## src/rtl/lock_pkg.sv

```systemverilog
// -----------------------------------------------------------------------------
// lock_pkg
// Shared definitions for the digital-lock key entry front end:
//   - DIGIT_W      : width of one encoded digit
//   - DIG_*        : digit codes (DIG_NONE = no digit)
//   - entry_state_t: entry FSM states (IDLE / ENTRY)
//   - key_to_digit : one-hot KEY press -> digit code (KEY[3]=1 .. KEY[0]=4)
//   - is_onehot4   : true when exactly one bit of a 4-bit vector is set
// -----------------------------------------------------------------------------
package lock_pkg;

    localparam int DIGIT_W = 3;

    localparam logic [DIGIT_W-1:0] DIG_NONE = 3'd0;
    localparam logic [DIGIT_W-1:0] DIG_1    = 3'd1;
    localparam logic [DIGIT_W-1:0] DIG_2    = 3'd2;
    localparam logic [DIGIT_W-1:0] DIG_3    = 3'd3;
    localparam logic [DIGIT_W-1:0] DIG_4    = 3'd4;

    typedef enum logic [0:0] {
        IDLE  = 1'b0,
        ENTRY = 1'b1
    } entry_state_t;

    // The buttons are numbered right to left but digits count left to right,
    // so the leftmost button (KEY[3]) is digit 1.
    function automatic logic [DIGIT_W-1:0] key_to_digit(input logic [3:0] key_onehot);
        logic [DIGIT_W-1:0] dig;
        case (key_onehot)
            4'b1000: dig = DIG_1;
            4'b0100: dig = DIG_2;
            4'b0010: dig = DIG_3;
            4'b0001: dig = DIG_4;
            default: dig = DIG_NONE;
        endcase
        return dig;
    endfunction

    function automatic logic is_onehot4(input logic [3:0] v);
        return (v != 4'd0) && ((v & (v - 4'd1)) == 4'd0);
    endfunction

endpackage

```

## src/rtl/key_debouncer.sv

```systemverilog
// -----------------------------------------------------------------------------
// key_debouncer
// Two-flop synchroniser followed by a stable-count debouncer for one button.
// The debounced level flips only after the synchronised input has disagreed
// with it for DEBOUNCE_CYCLES consecutive cycles; any agreeing sample restarts
// the count.
// Ports:
//   clock  in  system clock, rising edge
//   reset  in  synchronous active-high reset (level released, count cleared)
//   raw    in  asynchronous raw button, 1 = pressed
//   level  out debounced button level
// -----------------------------------------------------------------------------
module key_debouncer #(
    parameter int DEBOUNCE_CYCLES = 16
) (
    input  logic clock,
    input  logic reset,
    input  logic raw,
    output logic level
);

    localparam int                CNT_W    = $clog2(DEBOUNCE_CYCLES);
    localparam logic [CNT_W-1:0]  CNT_ZERO = {CNT_W{1'b0}};
    localparam logic [CNT_W-1:0]  CNT_ONE  = CNT_W'(1);
    localparam logic [CNT_W-1:0]  CNT_LAST = CNT_W'(DEBOUNCE_CYCLES - 1);

    logic             sync_q1;
    logic             sync_q2;
    logic [CNT_W-1:0] stable_cnt;

    // Synchronise the raw input and count consecutive disagreeing samples.
    always_ff @(posedge clock) begin
        if (reset) begin
            sync_q1    <= 1'b0;
            sync_q2    <= 1'b0;
            stable_cnt <= CNT_ZERO;
            level      <= 1'b0;
        end else begin
            sync_q1 <= raw;
            sync_q2 <= sync_q1;
            if (sync_q2 == level) begin
                stable_cnt <= CNT_ZERO;
            end else if (stable_cnt == CNT_LAST) begin
                // This is the DEBOUNCE_CYCLES-th disagreeing sample.
                level      <= sync_q2;
                stable_cnt <= CNT_ZERO;
            end else begin
                stable_cnt <= stable_cnt + CNT_ONE;
            end
        end
    end

endmodule

```

## src/rtl/key_entry_encoder.sv

```systemverilog
// -----------------------------------------------------------------------------
// key_entry_encoder
// Front end of the digital lock: debounces the four push-buttons, turns each
// clean single-key press into a digit (KEY[3]=1 .. KEY[0]=4) and packs
// CODE_LEN digits into one entry code, first digit in the MSBs.
//
// Optional feature (compile-time macro ENTRY_TIMEOUT_EN): when defined, a
// partial entry idle for TIMEOUT_CYCLES is discarded and entry_timeout pulses.
// When undefined, entry_timeout stays 0 and partial entries persist.
//
// Ports:
//   clock          in   system clock, rising edge
//   reset          in   synchronous active-high reset
//   KEY[3:0]       in   raw buttons, 1 = pressed, asynchronous
//   clear          in   abandon the current entry (wins over a press)
//   digit[2:0]     out  last accepted digit (1..4), 0 = none
//   digit_valid    out  one-cycle pulse per accepted digit
//   key_error      out  one-cycle pulse per rejected press
//   entry_count    out  digits accepted in the current entry
//   code           out  packed entry code, 3*CODE_LEN bits
//   code_valid     out  one-cycle pulse when an entry completes
//   entry_timeout  out  one-cycle pulse when a partial entry times out
// -----------------------------------------------------------------------------
module key_entry_encoder
    import lock_pkg::*;
#(
    parameter int DEBOUNCE_CYCLES = 16,
    parameter int CODE_LEN        = 4,
    parameter int TIMEOUT_CYCLES  = 1000000
) (
    input  logic                          clock,
    input  logic                          reset,
    input  logic [3:0]                    KEY,
    input  logic                          clear,
    output logic [DIGIT_W-1:0]            digit,
    output logic                          digit_valid,
    output logic                          key_error,
    output logic [3:0]                    entry_count,
    output logic [DIGIT_W*CODE_LEN-1:0]   code,
    output logic                          code_valid,
    output logic                          entry_timeout
);

    localparam int               CODE_W    = DIGIT_W * CODE_LEN;
    localparam logic [3:0]       LAST_IDX  = 4'(CODE_LEN - 1);

    logic [3:0]          key_level;
    logic [3:0]          level_d;
    logic [3:0]          rise_s;
    logic [3:0]          press_r;
    logic [3:0]          held_r;
    logic                accept_s;
    logic                reject_s;
    logic                last_digit_s;
    logic                timeout_hit_s;
    logic [DIGIT_W-1:0]  press_digit_s;
    logic [CODE_W-1:0]   shift_base_s;
    logic [CODE_W-1:0]   code_shift_s;
    entry_state_t        state_r;

    for (genvar gi = 0; gi < 4; gi++) begin : g_deb
        key_debouncer #(
            .DEBOUNCE_CYCLES (DEBOUNCE_CYCLES)
        ) u_deb (
            .clock (clock),
            .reset (reset),
            .raw   (KEY[gi]),
            .level (key_level[gi])
        );
    end

    assign rise_s = key_level & ~level_d;

    // Register press events together with the keys that were already held, so
    // the accept decision sees a consistent snapshot of one cycle.
    always_ff @(posedge clock) begin
        if (reset) begin
            level_d <= 4'd0;
            press_r <= 4'd0;
            held_r  <= 4'd0;
        end else begin
            level_d <= key_level;
            press_r <= rise_s;
            held_r  <= key_level & ~rise_s;
        end
    end

    // Accept decision, digit encoding and next packed code.
    always_comb begin
        accept_s      = is_onehot4(press_r) && (held_r == 4'd0);
        reject_s      = (press_r != 4'd0) && !accept_s;
        press_digit_s = key_to_digit(press_r);
        if (state_r == IDLE) begin
            shift_base_s = {CODE_W{1'b0}};
        end else begin
            shift_base_s = code;
        end
        code_shift_s = (shift_base_s << DIGIT_W) | CODE_W'(press_digit_s);
        // entry_count is 0 in IDLE, so this also covers CODE_LEN == 1.
        last_digit_s = (entry_count == LAST_IDX);
    end

`ifdef ENTRY_TIMEOUT_EN
    localparam int             TO_W    = $clog2(TIMEOUT_CYCLES + 1);
    localparam logic [TO_W-1:0] TO_LAST = TO_W'(TIMEOUT_CYCLES - 1);
    localparam logic [TO_W-1:0] TO_ONE  = TO_W'(1);

    logic [TO_W-1:0] idle_cnt_r;

    assign timeout_hit_s = (state_r == ENTRY) && (idle_cnt_r == TO_LAST);

    // Idle counter: runs only while a partial entry is open.
    always_ff @(posedge clock) begin
        if (reset) begin
            idle_cnt_r <= {TO_W{1'b0}};
        end else if (clear || accept_s || timeout_hit_s || (state_r != ENTRY)) begin
            idle_cnt_r <= {TO_W{1'b0}};
        end else begin
            idle_cnt_r <= idle_cnt_r + TO_ONE;
        end
    end
`else
    assign timeout_hit_s = 1'b0;
`endif

    // Entry FSM and registered outputs; priority is clear > press > timeout.
    always_ff @(posedge clock) begin
        if (reset) begin
            state_r       <= IDLE;
            digit         <= DIG_NONE;
            digit_valid   <= 1'b0;
            key_error     <= 1'b0;
            entry_count   <= 4'd0;
            code          <= {CODE_W{1'b0}};
            code_valid    <= 1'b0;
            entry_timeout <= 1'b0;
        end else begin
            digit_valid   <= 1'b0;
            code_valid    <= 1'b0;
            entry_timeout <= 1'b0;
            key_error     <= reject_s;
            if (clear) begin
                state_r     <= IDLE;
                digit       <= DIG_NONE;
                entry_count <= 4'd0;
                code        <= {CODE_W{1'b0}};
            end else if (accept_s) begin
                digit       <= press_digit_s;
                digit_valid <= 1'b1;
                code        <= code_shift_s;
                if (last_digit_s) begin
                    code_valid  <= 1'b1;
                    entry_count <= 4'd0;
                    state_r     <= IDLE;
                end else begin
                    entry_count <= entry_count + 4'd1;
                    state_r     <= ENTRY;
                end
            end else if (timeout_hit_s) begin
                entry_timeout <= 1'b1;
                state_r       <= IDLE;
                digit         <= DIG_NONE;
                entry_count   <= 4'd0;
                code          <= {CODE_W{1'b0}};
            end else begin
                state_r <= state_r;
            end
        end
    end

endmodule

```

## config.mk

```make
export PLATFORM = sky130hd
export DESIGN_NAME = key_entry_encoder
export DESIGN_NICKNAME = d
export VERILOG_FILES = /design/src/rtl/lock_pkg.sv /design/src/rtl/key_debouncer.sv /design/src/rtl/key_entry_encoder.sv
export SDC_FILE = /design/constraint.sdc
export NUM_CORES = 1
export LEC_CHECK = 0
export CAP_MARGIN = 30
export CORE_MARGIN = 5
export CORE_UTILIZATION = 48
export CTS_CLUSTER_DIAMETER = 60
export DETAILED_ROUTE_END_ITERATION = 16
export GPL_TIMING_DRIVEN = 1
export PLACE_DENSITY = 0.84
export SLEW_MARGIN = 20
export SYNTH_ARGS = -nofsm -noshare
export SYNTH_HDL_FRONTEND = slang
export SYNTH_SLANG_ARGS = --single-unit
```

## constraint.sdc

```tcl
create_clock -name clock -period 1.55 [get_ports clock]
set_clock_uncertainty 0.1 [all_clocks]
set_input_delay 0.31 -clock clock [delete_from_list [all_inputs] [get_ports clock]]
set_output_delay 0.31 -clock clock [all_outputs]
set_load 0.02 [all_outputs]
```

==> run_results.csv <==
group,metric,value,unit
power_and_ir_drop,total_power_density_per_cell_area,1000,nW/um2
yosys,post_synth_num_cell_types,32,
worst_setup_path,worst_setup_path_end_kind,"flop",
clock_tree,clk_pin_slew,60,ps
yosys,synth.ff_latch_count,60,
global_routing,grt_util_met1,13.7,%
yosys,yosysTopAreaCellShare,53.0,%
layout,postLayoutCellArea,3010,um2
yosys,async_set_or_reset_flop_fraction_in_the_synthesized_netlist,0,%
drt,first_pass_iters,6,
worst_setup_path,endpoint,"key_error",
timing,rsz0062_at_grt,"yes",
outcome,run_status,"complete, but fails checks",
worst_setup_path,r2r_end,"key_error",
yosys,synth_largest_area_cell,"sky130_fd_sc_hd__dfxtp_1",
yosys,synth_commonest_cells,"sky130_fd_sc_hd__dfxtp_1, sky130_fd_sc_hd__nor2_1, sky130_fd_sc_hd__nand2_1",
global_routing,number_of_antenna_violations_at_the_first_check_in_global_routing,0,
clock_tree,clock_tree.buffer_depth,2,
run,max-cap-violations,0,
drt,post_drt_via_cell_ratio,4.98,
drt,drt_wl_total,3920,um
yosys,synth_edf_count,0,
worst_setup_path,critical_path_fanouts_max,4,
drt,route.antenna.remaining_nets,0,
place,port-buffer-count,28,
yosys,register_area_share_after_synthesis,53.0,%
drt,wl_per_cell,11.7,um
yosys,avgSynthCellArea,9.94,um2
layout,fillers,371,
layout,final_net_count,288,
layout,n_antenna_cell,0,
drt,routed-via-count,1664,
place,placed_cell_area,2720,um2
timing,min_period_over_period,106,%
die,die_h,78.7,um
yosys,synth.net_count,240,
timing,finalSetupViolations,16,
worst_setup_path,critPathLaunchType,"flop",
layout,area.sequential,1210,um2
die,floorplan.initialDensity,48.6,%
place,gp_routability_congestion,0.767,
worst_setup_path,worst_setup_path_startpoint,"held_r[2]",
timing,fin_crit,1640,ps
timing,timing.final.ws_setup,-85.3,ps
power_and_ir_drop,p_leak,1.34,nW
worst_setup_path,r2r_start,"held_r[2]",
timing,fmaxAchievable,0.612,GHz
place,hpwlAfterDp,2700,um
global_routing,grt_pass1_vias,1588,
worst_setup_path,arrival,1750,ps
global_routing,groute.layer.met3.usage,8.05,%
layout,layout-drive-gt1-share,22.9,%
worst_setup_path,criticalPathCategory,"reg2reg",
clock_tree,cts_tree,"done",
clock_tree,number_of_buffers_created_by_cts,9,
global_routing,global_route.usage.total,14.2,%
global_routing,layer_with_the_highest_usage_after_global_routing,"met2",
global_routing,wire_length_of_the_first_global_routing_pass,6670,um
global_routing,overflow,0,
timing,drv_slew,0,
drt,drc,0,
global_routing,grt_util_met2,24.5,%
layout,multi_input_area,1060,um2
yosys,synth_area,2270,um2
clock_tree,cts.root.buffer_cell,"sky130_fd_sc_hd__clkbuf_8",
global_routing,grt_start_max_net_pins,23,
die,dieWidth,78.7,um
clock_tree,cts-htree-levels,3,
outcome,violations,"setup timing",
die,boundaryPins,30,
worst_setup_path,timing.critical_path.required,1670,ps
die,placementRows,25,
power_and_ir_drop,irDropWorstVdd,0.780,mV
die,design.die.area,6200,um2
worst_setup_path,worst-r2r-setup-slack,-90,ps
die,fp.coreArea,4660,um2
place,post-place-ws,-275,ps
yosys,yosys-top-cells-area,"sky130_fd_sc_hd__dfxtp_1, sky130_fd_sc_hd__mux2i_1, sky130_fd_sc_hd__nor2b_1",
timing,setup-tns-final,-528,ps
yosys,synth_flop_cell,"sky130_fd_sc_hd__dfxtp_1",
clock_tree,worstSkewPairLatency,340,ps
worst_setup_path,reg2regPathDepth,4,
clock_tree,clkSinkCount,60,
hold_path,worst_hold_path_type,"reg2reg",
yosys,cell_count_after_synthesis,228,
yosys,synth.most_common_cell,"sky130_fd_sc_hd__dfxtp_1",
yosys,synth-warning-count,0,
drt,drt_first_iter_violations,64,
timing,hold_violations,0,
layout,layout-area-overhead-vs-synth,32.8,%
[state kept, by name, indices dropped and copies added (netlist names), 2 cells and up]
signal / flops
code: 10
digit: 2
entry_count: 4
g_deb.u_deb.level: 4
g_deb.u_deb.stable_cnt: 16
g_deb.u_deb.sync_q1: 4
g_deb.u_deb.sync_q2: 4
held_r: 4
level_d: 4
press_r: 4
[critical path, stage by stage, from the launching register on]
cell	delay, ps
sky130_fd_sc_hd__dfxtp_2	320
sky130_fd_sc_hd__or4_4	560
sky130_fd_sc_hd__maj3_2	340
sky130_fd_sc_hd__nor3_2	140
sky130_fd_sc_hd__nor3_2	60
[how the worst min path moves through the flow]
stage | start | endpoint | cells past startpoint
6_report | level_d[1] | press_r[1] | 1
2_1_floorplan | level_d[0] | press_r[0] | 1
3_3_place_gp | level_d[2] | press_r[2] | 1
5_1_grt | level_d[3] | press_r[3] | 1
4_1_cts | level_d[1] | press_r[1] | 1
3_5_place_dp | level_d[1] | press_r[1] | 1
[what timing repair did]
action,CTS,global route
pin swaps,8,4
hold buffers,0,0
gates resized for setup,37,11
endpoints found under the setup margin,40,19
buffers inserted,3,2
[metal layers]
layer  vias up  share of wire, %
met5         -                 0
met4         0               2.1
met3        12               6.7
met2        37                50
met1       764                41
li1        851                 -
[power breakdown]
| part | internal (mW) | switching (mW) | total, mW |
|---|---|---|---|
| combinational | 0.0339 | 0.0327 | 0.0666 |
| sequential | 1.55 | 0.00560 | 1.56 |
| clock | 0.817 | 0.572 | 1.39 |
[kinds of logic after synthesis]
kind of cell | synth area share [%]
other | 0.165
and+or+nand+nor | 23.2
adders and majority gates | 3.20
DFF | 53.0
AOI/OAI and AO/OA | 3.42
muxes | 7.06
buffers and inverters | 4.19
xor gates and xnor gates | 5.79
[layout by cell type, fill, tap and decap left out, types with 6 or more instances in the layout]
master                            Yosys  routed
sky130_fd_sc_hd__buf_4                5      22
sky130_fd_sc_hd__nand3_1             16      16
sky130_fd_sc_hd__clkbuf_8             0      11
sky130_fd_sc_hd__mux2i_1             16      16
sky130_fd_sc_hd__nand2_1             17      16
sky130_fd_sc_hd__nor2b_1             16      16
sky130_fd_sc_hd__clkdlybuf4s50_1      0       6
sky130_fd_sc_hd__dfxtp_1             60      54
sky130_fd_sc_hd__nor2_1              25      24
sky130_fd_sc_hd__dlygate4sd2_1        0      21
sky130_fd_sc_hd__xnor2_1             10      10
[through the flow]
stage	utilization, %	hold slack, ps	std cells	power, mW
floorplan	-	283	228	1.63
global placement	58.3	288	314	1.66
detailed placement	58.3	295	314	1.66
CTS	63.5	298	332	3.05
global route	64.6	315	334	3.15
finish	64.6	292	334	3.01
[area by class of cell]
cell class | count | area share (%)
multi-input cells | 149 | 35.3
flip-flops and latches | 60 | 40.2
inverters | 4 | 0.499
well taps | 54 | 2.24
clock buffers | 11 | 5.03
repair buffers | 52 | 15.1
clock inverters | 4 | 1.62
Power figures use the tool's default switching activity.
